## src/rtl/imem_boot_loader.sv

```systemverilog
// imem_boot_loader
// Boot-time loader for the single-cycle core's instruction memory.
// - Accepts a byte stream on a valid/ready handshake.
// - Packs the bytes little-endian into 32-bit words.
// - Writes each word through a one-word write port.
// - Holds the core in reset until the image is complete, then records the
//   core's done as a halt.
// Optional feature macro: LOADER_CHECKSUM_EN. When it is defined, a trailing
// XOR checksum byte is verified before the core is released.
module imem_boot_loader #(
    parameter int ADDR_W = 10
) (
    input  logic              clk,
    input  logic              rst,
    input  logic              in_valid,
    input  logic [7:0]        in_data,
    input  logic              in_last,
    output logic              in_ready,
    output logic              imem_we,
    output logic [ADDR_W-1:0] imem_addr,
    output logic [31:0]       imem_wdata,
    output logic              core_rst,
    input  logic              core_done,
    output logic [ADDR_W:0]   word_count,
    output logic              halted,
    output logic              error
);

    // Memory capacity in words: 2**ADDR_W.
    localparam logic [ADDR_W:0] MAX_WORDS = {1'b1, {ADDR_W{1'b0}}};

    // S_FLUSH covers the cycle in which the final word is being written.
    // Release (or the checksum phase) starts in the cycle after that.
    typedef enum logic [2:0] {
        S_LOAD   = 3'd0,
        S_FLUSH  = 3'd1,
        S_CHK    = 3'd2,
        S_RUN    = 3'd3,
        S_HALTED = 3'd4,
        S_ERR    = 3'd5
    } state_t;

    state_t      r_state;
    logic [1:0]  r_bc;
    logic [23:0] r_pack;
    logic        w_accept;
    logic [31:0] w_word;
`ifdef LOADER_CHECKSUM_EN
    logic [7:0]  r_xsum;
`endif

    // Ready is decoded straight from the state so a byte can be taken every cycle.
    always_comb begin
        in_ready = 1'b0;
        case (r_state)
            S_LOAD:  in_ready = 1'b1;
`ifdef LOADER_CHECKSUM_EN
            S_CHK:   in_ready = 1'b1;
`endif
            default: in_ready = 1'b0;
        endcase
    end

    assign w_accept = in_valid & in_ready;

    // Merge the incoming byte into its lane.
    // Lanes above the current one stay zero, which zero-pads a short final word.
    always_comb begin
        w_word = 32'd0;
        case (r_bc)
            2'd0:    w_word = {24'd0, in_data};
            2'd1:    w_word = {16'd0, in_data, r_pack[7:0]};
            2'd2:    w_word = {8'd0, in_data, r_pack[15:0]};
            2'd3:    w_word = {in_data, r_pack[23:0]};
            default: w_word = 32'd0;
        endcase
    end

    // Loader state machine with registered write port, core reset and status outputs.
    always_ff @(posedge clk) begin
        if (rst) begin
            r_state    <= S_LOAD;
            r_bc       <= 2'd0;
            r_pack     <= 24'd0;
            imem_we    <= 1'b0;
            imem_addr  <= {ADDR_W{1'b0}};
            imem_wdata <= 32'd0;
            core_rst   <= 1'b1;
            word_count <= {(ADDR_W+1){1'b0}};
            halted     <= 1'b0;
            error      <= 1'b0;
`ifdef LOADER_CHECKSUM_EN
            r_xsum     <= 8'd0;
`endif
        end else begin
            imem_we <= 1'b0;
            case (r_state)
                S_LOAD: begin
                    if (w_accept) begin
                        if (word_count == MAX_WORDS) begin
                            // No room left: the byte is dropped and the load fails.
                            r_state <= S_ERR;
                            error   <= 1'b1;
                        end else begin
`ifdef LOADER_CHECKSUM_EN
                            r_xsum <= r_xsum ^ in_data;
`endif
                            if ((r_bc == 2'd3) || in_last) begin
                                imem_we    <= 1'b1;
                                imem_addr  <= word_count[ADDR_W-1:0];
                                imem_wdata <= w_word;
                                word_count <= word_count + {{ADDR_W{1'b0}}, 1'b1};
                                r_bc       <= 2'd0;
                                r_pack     <= 24'd0;
                                if (in_last) begin
                                    r_state <= S_FLUSH;
                                end
                            end else begin
                                r_pack <= w_word[23:0];
                                r_bc   <= r_bc + 2'd1;
                            end
                        end
                    end
                end
                S_FLUSH: begin
`ifdef LOADER_CHECKSUM_EN
                    r_state  <= S_CHK;
`else
                    r_state  <= S_RUN;
                    core_rst <= 1'b0;
`endif
                end
`ifdef LOADER_CHECKSUM_EN
                S_CHK: begin
                    if (w_accept) begin
                        // The in_last flag on the checksum byte has no meaning here.
                        if (in_data == r_xsum) begin
                            r_state  <= S_RUN;
                            core_rst <= 1'b0;
                        end else begin
                            r_state <= S_ERR;
                            error   <= 1'b1;
                        end
                    end
                end
`endif
                S_RUN: begin
                    if (core_done) begin
                        r_state <= S_HALTED;
                        halted  <= 1'b1;
                    end
                end
                S_HALTED: begin
                    r_state <= S_HALTED;
                end
                S_ERR: begin
                    r_state <= S_ERR;
                end
                default: begin
                    // An unreachable encoding means corruption: keep the core held in reset.
                    r_state  <= S_ERR;
                    error    <= 1'b1;
                    core_rst <= 1'b1;
                end
            endcase
        end
    end

endmodule

```

## config.mk

```make
export PLATFORM = sky130hd
export DESIGN_NAME = imem_boot_loader
export DESIGN_NICKNAME = d
export VERILOG_FILES = /design/src/rtl/imem_boot_loader.sv
export SDC_FILE = /design/constraint.sdc
export NUM_CORES = 1
export LEC_CHECK = 0
export CAP_MARGIN = 30
export CORE_MARGIN = 8
export CORE_UTILIZATION = 40
export CTS_CLUSTER_DIAMETER = 50
export DETAILED_ROUTE_END_ITERATION = 7
export GPL_TIMING_DRIVEN = 0
export SLEW_MARGIN = 20
export SYNTH_ARGS = -nofsm -noshare
export SYNTH_HDL_FRONTEND = slang
export SYNTH_SLANG_ARGS = --single-unit
```

## constraint.sdc

```tcl
create_clock -name clk -period 2.9 [get_ports clk]
set_input_delay 0.58 -clock clk [delete_from_list [all_inputs] [get_ports clk]]
set_output_delay 0.58 -clock clk [all_outputs]
set_load 0.02 [all_outputs]
```

==> results of run 1 <==
[per-stage QoR]
| step | hold WS (ps) | setup TNS, ps | power [W] | area [um^2] | worst slack, ps |
|---|---|---|---|---|---|
| after floorplan | 461 | 0 | 0.00148 | 3810 | 833 |
| after global placement | 461 | -147 | 0.00161 | 4670 | -21.9 |
| after detailed placement | 471 | -496 | 0.00161 | 4670 | -67.5 |
| after CTS | 483 | 0 | 0.00262 | 4910 | 234 |
| after global routing | 498 | 0 | 0.00270 | 4910 | 179 |
| final | 478 | 0 | 0.00260 | 4910 | 325 |
[cells by family (layout without fill, tap and decap cells)]
logic type / after synthesis / count (layout) / share of synthesized area [%]
mux: 19 / 19 / 4.99
fa+ha+maj: 6 / 6 / 1.97
buf+inv: 42 / 127 / 5.49
flops: 86 / 86 / 45.2
xor+xnor: 2 / 2 / 0.460
compound gates: 127 / 127 / 21.5
simple gates: 150 / 150 / 20.4
[area by class of cell]
class / count / area share, %
Buffer: 35 / 3.72
Clock buffer: 11 / 2.88
Clock inverter: 4 / 1.94
Inverter: 7 / 0.535
Multi-Input combinational cell: 304 / 38.3
Sequential cell: 86 / 35.0
Tap cell: 129 / 3.29
Timing Repair Buffer: 70 / 14.3
[power breakdown]
group          internal [W]  leakage [nW]  switching [W]
logic              0.000134         0.822       0.000217
registers           0.00121         0.696      0.0000227
clock network      0.000591         0.119       0.000425
[final timing paths]
kind	endpoint	from
hold reg to reg	imem_wdata[10]	imem_wdata[10]
setup reg to reg	imem_wdata[4]	r_bc[1]
setup / recovery	r_pack[12]	in_valid
hold / removal	imem_wdata[10]	imem_wdata[10]
[cells in the final DEF, fill, tap and decap left out, types with 3 or more instances in the layout]
cell,count
a31o_2,6
nand4_1,10
a211oi_2,8
bufinv_16,3
dfxtp_1,86
nor3_1,7
o21ai_0,35
clkbuf_8,10
clkbuf_1,23
ha_1,6
a21oi_1,44
a211oi_1,9
nor3b_1,10
or4_1,4
clkdlybuf4s50_1,70
nand2_1,21
inv_1,7
nand3_1,26
buf_2,8
a22oi_1,16
nor2_1,54
mux2i_1,19
[registers in the layout, indices dropped and copies added (netlist names)]
name and flops:
imem_wdata 32, r_pack 24, word_count 11, imem_addr 10
r_state 3, r_bc 2, core_rst 1, error 1
halted 1, imem_we 1
[layer usage]
metal	GRT usage (%)	part of all wire, %	vias up
li1	-	-	1721
met2	27.7	47	87
met5	0	0	-
met4	7.10	1.6	0
met3	3.49	5.2	14
met1	22.4	47	1710
[tightest hold or removal path, cell delays in order, from the launching register on]
cell and delay [ps]:
dfxtp_1 310, o21ai_0 60, a21oi_1 60
==> impl_metrics.yaml, run 1 <==
routing:
  drtAntennaViolNets: 0
  dr.pass1.iters: 5
  drc_errors: 0
  avgRoutedWirePerCell_um: 17.3
  wl_mm: 11.2
  drt_iter0_markers: 161
  viasPerCell: 5.47
  num_vias: 3532
clock_network:
  clock_path_buffers: 2
  cts_sinks: 86
  clock_latency_ps: 360
  clk_pin_slew_ps: 90
  post_cts_buffers: 0
  cts_resized: 0
  numCtsBuffers: 9
  root_buffer: "clkbuf_8"
  cts_hold_buf: 0
  cts_tree: "done"
  htreeDepth: 3
die:
  placementRows: 35
  start_util_pct: 41.2
  core_area_mm2: 0.00924
  die-area_mm2: 0.0129
  floorplan.die.height_um: 114
  die_w_um: 114
  ios: 71
layout:
  final_cells: 646
  multi_input_area_mm2: 0.00188
  final_core_util_pct: 53.2
  drive_gt1_share_pct: 10.3
  seq_area_mm2: 0.00172
  diodes: 0
  syn_to_final_growth_pct: 29.0
  finalNetCount: 532
  fillCellCount: 896
setup_path:
  startpoint_type: "input pin"
  cpLargestDelayFamily: "buffers and inverters"
  worstSetupPathType: "input pin to flop"
  worstPathRequired_ps: 3140
  reg2reg_slack_ps: 510
  cp.arrival_ps: 2810
  path_cells: "clkdlybuf4s50_1 -> nor4b_4 -> nand2_1 -> o21ai_2 -> buf_2 -> nor2_1"
  worst_r2r_path_depth: 8
  cp.depth: 6
  cp_num_buf_inv: 2
  cp-end-kind: "flop"
  worst_path_max_delay_cell: "clkdlybuf4s50_1"
  slowest_delay_ps: 570
  cp_max_fo: 10
synth:
  synth_most_common_cell: "dfxtp_1"
  synthFlopType: "dfxtp_1"
  synth.distinct_cells: 43
  netlist_instances: 432
  yosysTopAreaCell: "dfxtp_1"
  synth_common_cells: "dfxtp_1, nor2_1, a21oi_1, o21ai_0, nand3_1"
  netlist_area_mm2: 0.00381
  synth_top_area_share_pct: 45.2
  synth_edf_count: 0
  async_reset_ff_share_pct: 0
  yosysWarnings: 0
  yosys_register_bits: 86
  synth-seq-area-share_pct: 45.2
  syn_nets: 451
  synthTopCellsByArea: "dfxtp_1, a21oi_1, nor2_1"
  syn_avg_cell_area_um2: 8.82
hold_path:
  hp-class: "flop to flop"
  hold_depth: 2
grt:
  overflow: 0
  grt_antenna_before_repair: 0
  grt_max_degree: 14
  first_global_vias: 3338
  grt_usage_pct: 17.4
  grt_pass1_wl_mm: 17.8
pwr:
  irDropWorstVdd_v: 0.000248
  power_leakage_nw: 1.64
  p_per_area_mw_per_mm2: 530
sta:
  fmax_mhz: 388
  setup_viol: 0
  finalMaxSlewViolations: 0
  rsz0062_at_grt: "no"
  layout_min_cycle_time_ps: 2570
  fin_worst_skew_ps: 13.3
  relSlewSlack_pct: 56.5
  hold_viol: 0
  tightest_slew_ps: 653
  finalCritPeriodShare_pct: 88.8
outcome:
  status: "finished clean"
place:
  dp_hpwl_mm: 8.21
  post-place-cells: 631
  portBuffers: 70
  gp_congestion: 0.831
run:
  max_cap_viol_count: 0
Power figures use the tool's default switching activity.
==> run 2: changes to the inputs <==
--- a/config.mk
+++ b/config.mk
@@ -11,7 +11,7 @@
 export CTS_CLUSTER_DIAMETER = 50
 export DETAILED_ROUTE_END_ITERATION = 7
 export GPL_TIMING_DRIVEN = 0
-export SLEW_MARGIN = 20
+export SLEW_MARGIN = 15
 export SYNTH_ARGS = -nofsm -noshare
 export SYNTH_HDL_FRONTEND = slang
 export SYNTH_SLANG_ARGS = --single-unit
==> results of run 2 <==
Final layout, timing and power as in run 1 (identical DEF).
==> run 3: changes to the inputs <==
--- a/config.mk
+++ b/config.mk
@@ -7,10 +7,11 @@
 export LEC_CHECK = 0
 export CAP_MARGIN = 30
 export CORE_MARGIN = 8
-export CORE_UTILIZATION = 40
+export CORE_UTILIZATION = 49
 export CTS_CLUSTER_DIAMETER = 50
 export DETAILED_ROUTE_END_ITERATION = 7
 export GPL_TIMING_DRIVEN = 0
+export PLACE_DENSITY = 0.76
 export SLEW_MARGIN = 15
 export SYNTH_ARGS = -nofsm -noshare
 export SYNTH_HDL_FRONTEND = slang
==> impl_metrics.yaml, run 3 (same netlist as run 1, synthesis figures left out) <==
place:
  dp_hpwl_mm: 7.80
  portBuffers: 70
  gp_congestion: 0.863
  post-place-cells: 604
routing:
  wl_mm: 10.5
  drtAntennaViolNets: 0
  viasPerCell: 5.73
  drc_errors: 0
  avgRoutedWirePerCell_um: 16.9
  drt_iter0_markers: 257
  dr.pass1.iters: 5
  num_vias: 3545
clock_network:
  cts_tree: "done"
  htreeDepth: 3
  numCtsBuffers: 9
  cts_resized: 0
  clk_pin_slew_ps: 80
  clock_path_buffers: 2
  post_cts_buffers: 0
  clock_latency_ps: 360
  cts_sinks: 86
  root_buffer: "clkbuf_8"
  cts_hold_buf: 0
layout:
  largest_reg_flops: 32
  diodes: 0
  syn_to_final_growth_pct: 26.7
  drive_gt1_share_pct: 10.1
  mostFrequentLayoutCells: "dfxtp_1, clkdlybuf4s50_1, nor2_1"
  final_core_util_pct: 63.1
  finalNetCount: 532
  reg.largest.list: "imem_wdata: 32 flops, r_pack: 24 flops, word_count: 11 flops"
  final_cells: 619
  regMostFlops: "imem_wdata"
  final_common_cell: "dfxtp_1"
grt:
  grt_pass1_wl_mm: 17.5
  first_global_vias: 3452
  grt_max_degree: 14
  grt_usage_pct: 19.4
  overflow: 0
  grt_antenna_before_repair: 0
setup_path:
  startpoint_type: "flop"
  cp.arrival_ps: 2980
  worstSetupPathType: "flop to flop"
  cp-end-kind: "flop"
  worstPathRequired_ps: 3180
  cp_max_fo: 10
outcome:
  status: "finished clean"
pwr:
  p_per_area_mw_per_mm2: 498
  irDropWorstVdd_v: 0.000230
  power_leakage_nw: 1.61
die:
  die-area_mm2: 0.0109
  floorplan.die.height_um: 104
  core_area_mm2: 0.00765
  start_util_pct: 49.8
  ios: 71
  die_w_um: 104
  placementRows: 32
sta:
  tightest_slew_ps: 887
  finalMaxSlewViolations: 0
  relSlewSlack_pct: 40.8
  hold_ws_ps: 477
  finalCritPeriodShare_pct: 92.8
  fin_worst_skew_ps: 8.99
  layout_min_cycle_time_ps: 2690
  fmax_mhz: 371
  setup_viol: 0
  rsz0062_at_grt: "no"
  hold_viol: 0
run:
  max_cap_viol_count: 0
hold_path:
  hp-class: "flop to flop"
run 3: layout make-up:
cell class | count | area (um^2)
fill | 657 | 2820
multi-input combinational | 304 | 1880
sequential | 86 | 1720
timing repair buffer | 70 | 701
buffer | 35 | 183
clock buffer | 11 | 141
tap | 102 | 128
clock inverter | 4 | 47.5
inverter | 7 | 26.3
run 3: worst paths after layout:
path | start | cells past startpoint | slack, ps | endpoint
max | r_bc[1] | 8 | 210 | imem_wdata[25]
min | halted | 2 | 480 | halted
max reg2reg | r_bc[1] | 8 | 210 | imem_wdata[25]
min reg2reg | halted | 2 | 480 | halted
run 3: through the flow:
stage               TNS (ps)  setup WS, ps  area, um^2  power, W
finish                     0           208        4830   0.00240
global route               0          6.14        4830   0.00250
CTS                        0           279        4830   0.00241
detailed placement     -13.8         -5.02        4640   0.00161
global placement           0          2.04        4640   0.00160
floorplan                  0           833        3810   0.00148
run 3: routing by layer:
layer	GRT usage [%]	up-vias	routed length [um]
met5	0	-	0
met4	9.62	0	240
met3	3.84	19	745
met2	31.7	149	5070
met1	23.8	1659	4410
li1	-	1718	-
run 3: critical path, stage by stage (launching register included):
cell	delay, ps
dfxtp_1	380
clkbuf_1	400
inv_1	130
ha_1	210
clkbuf_1	150
clkbuf_1	250
nor3b_1	790
nand4_1	200
o21ai_0	110
run 3: where the power goes:
group / switching [W] / leakage (nW) / total (W) / internal [W]
clock: 0.000406 / 0.0952 / 0.000820 / 0.000414
sequential: 0.0000223 / 0.696 / 0.00123 / 0.00121
combinational: 0.000213 / 0.821 / 0.000347 / 0.000134
total: 0.000642 / 1.61 / 0.00240 / 0.00176
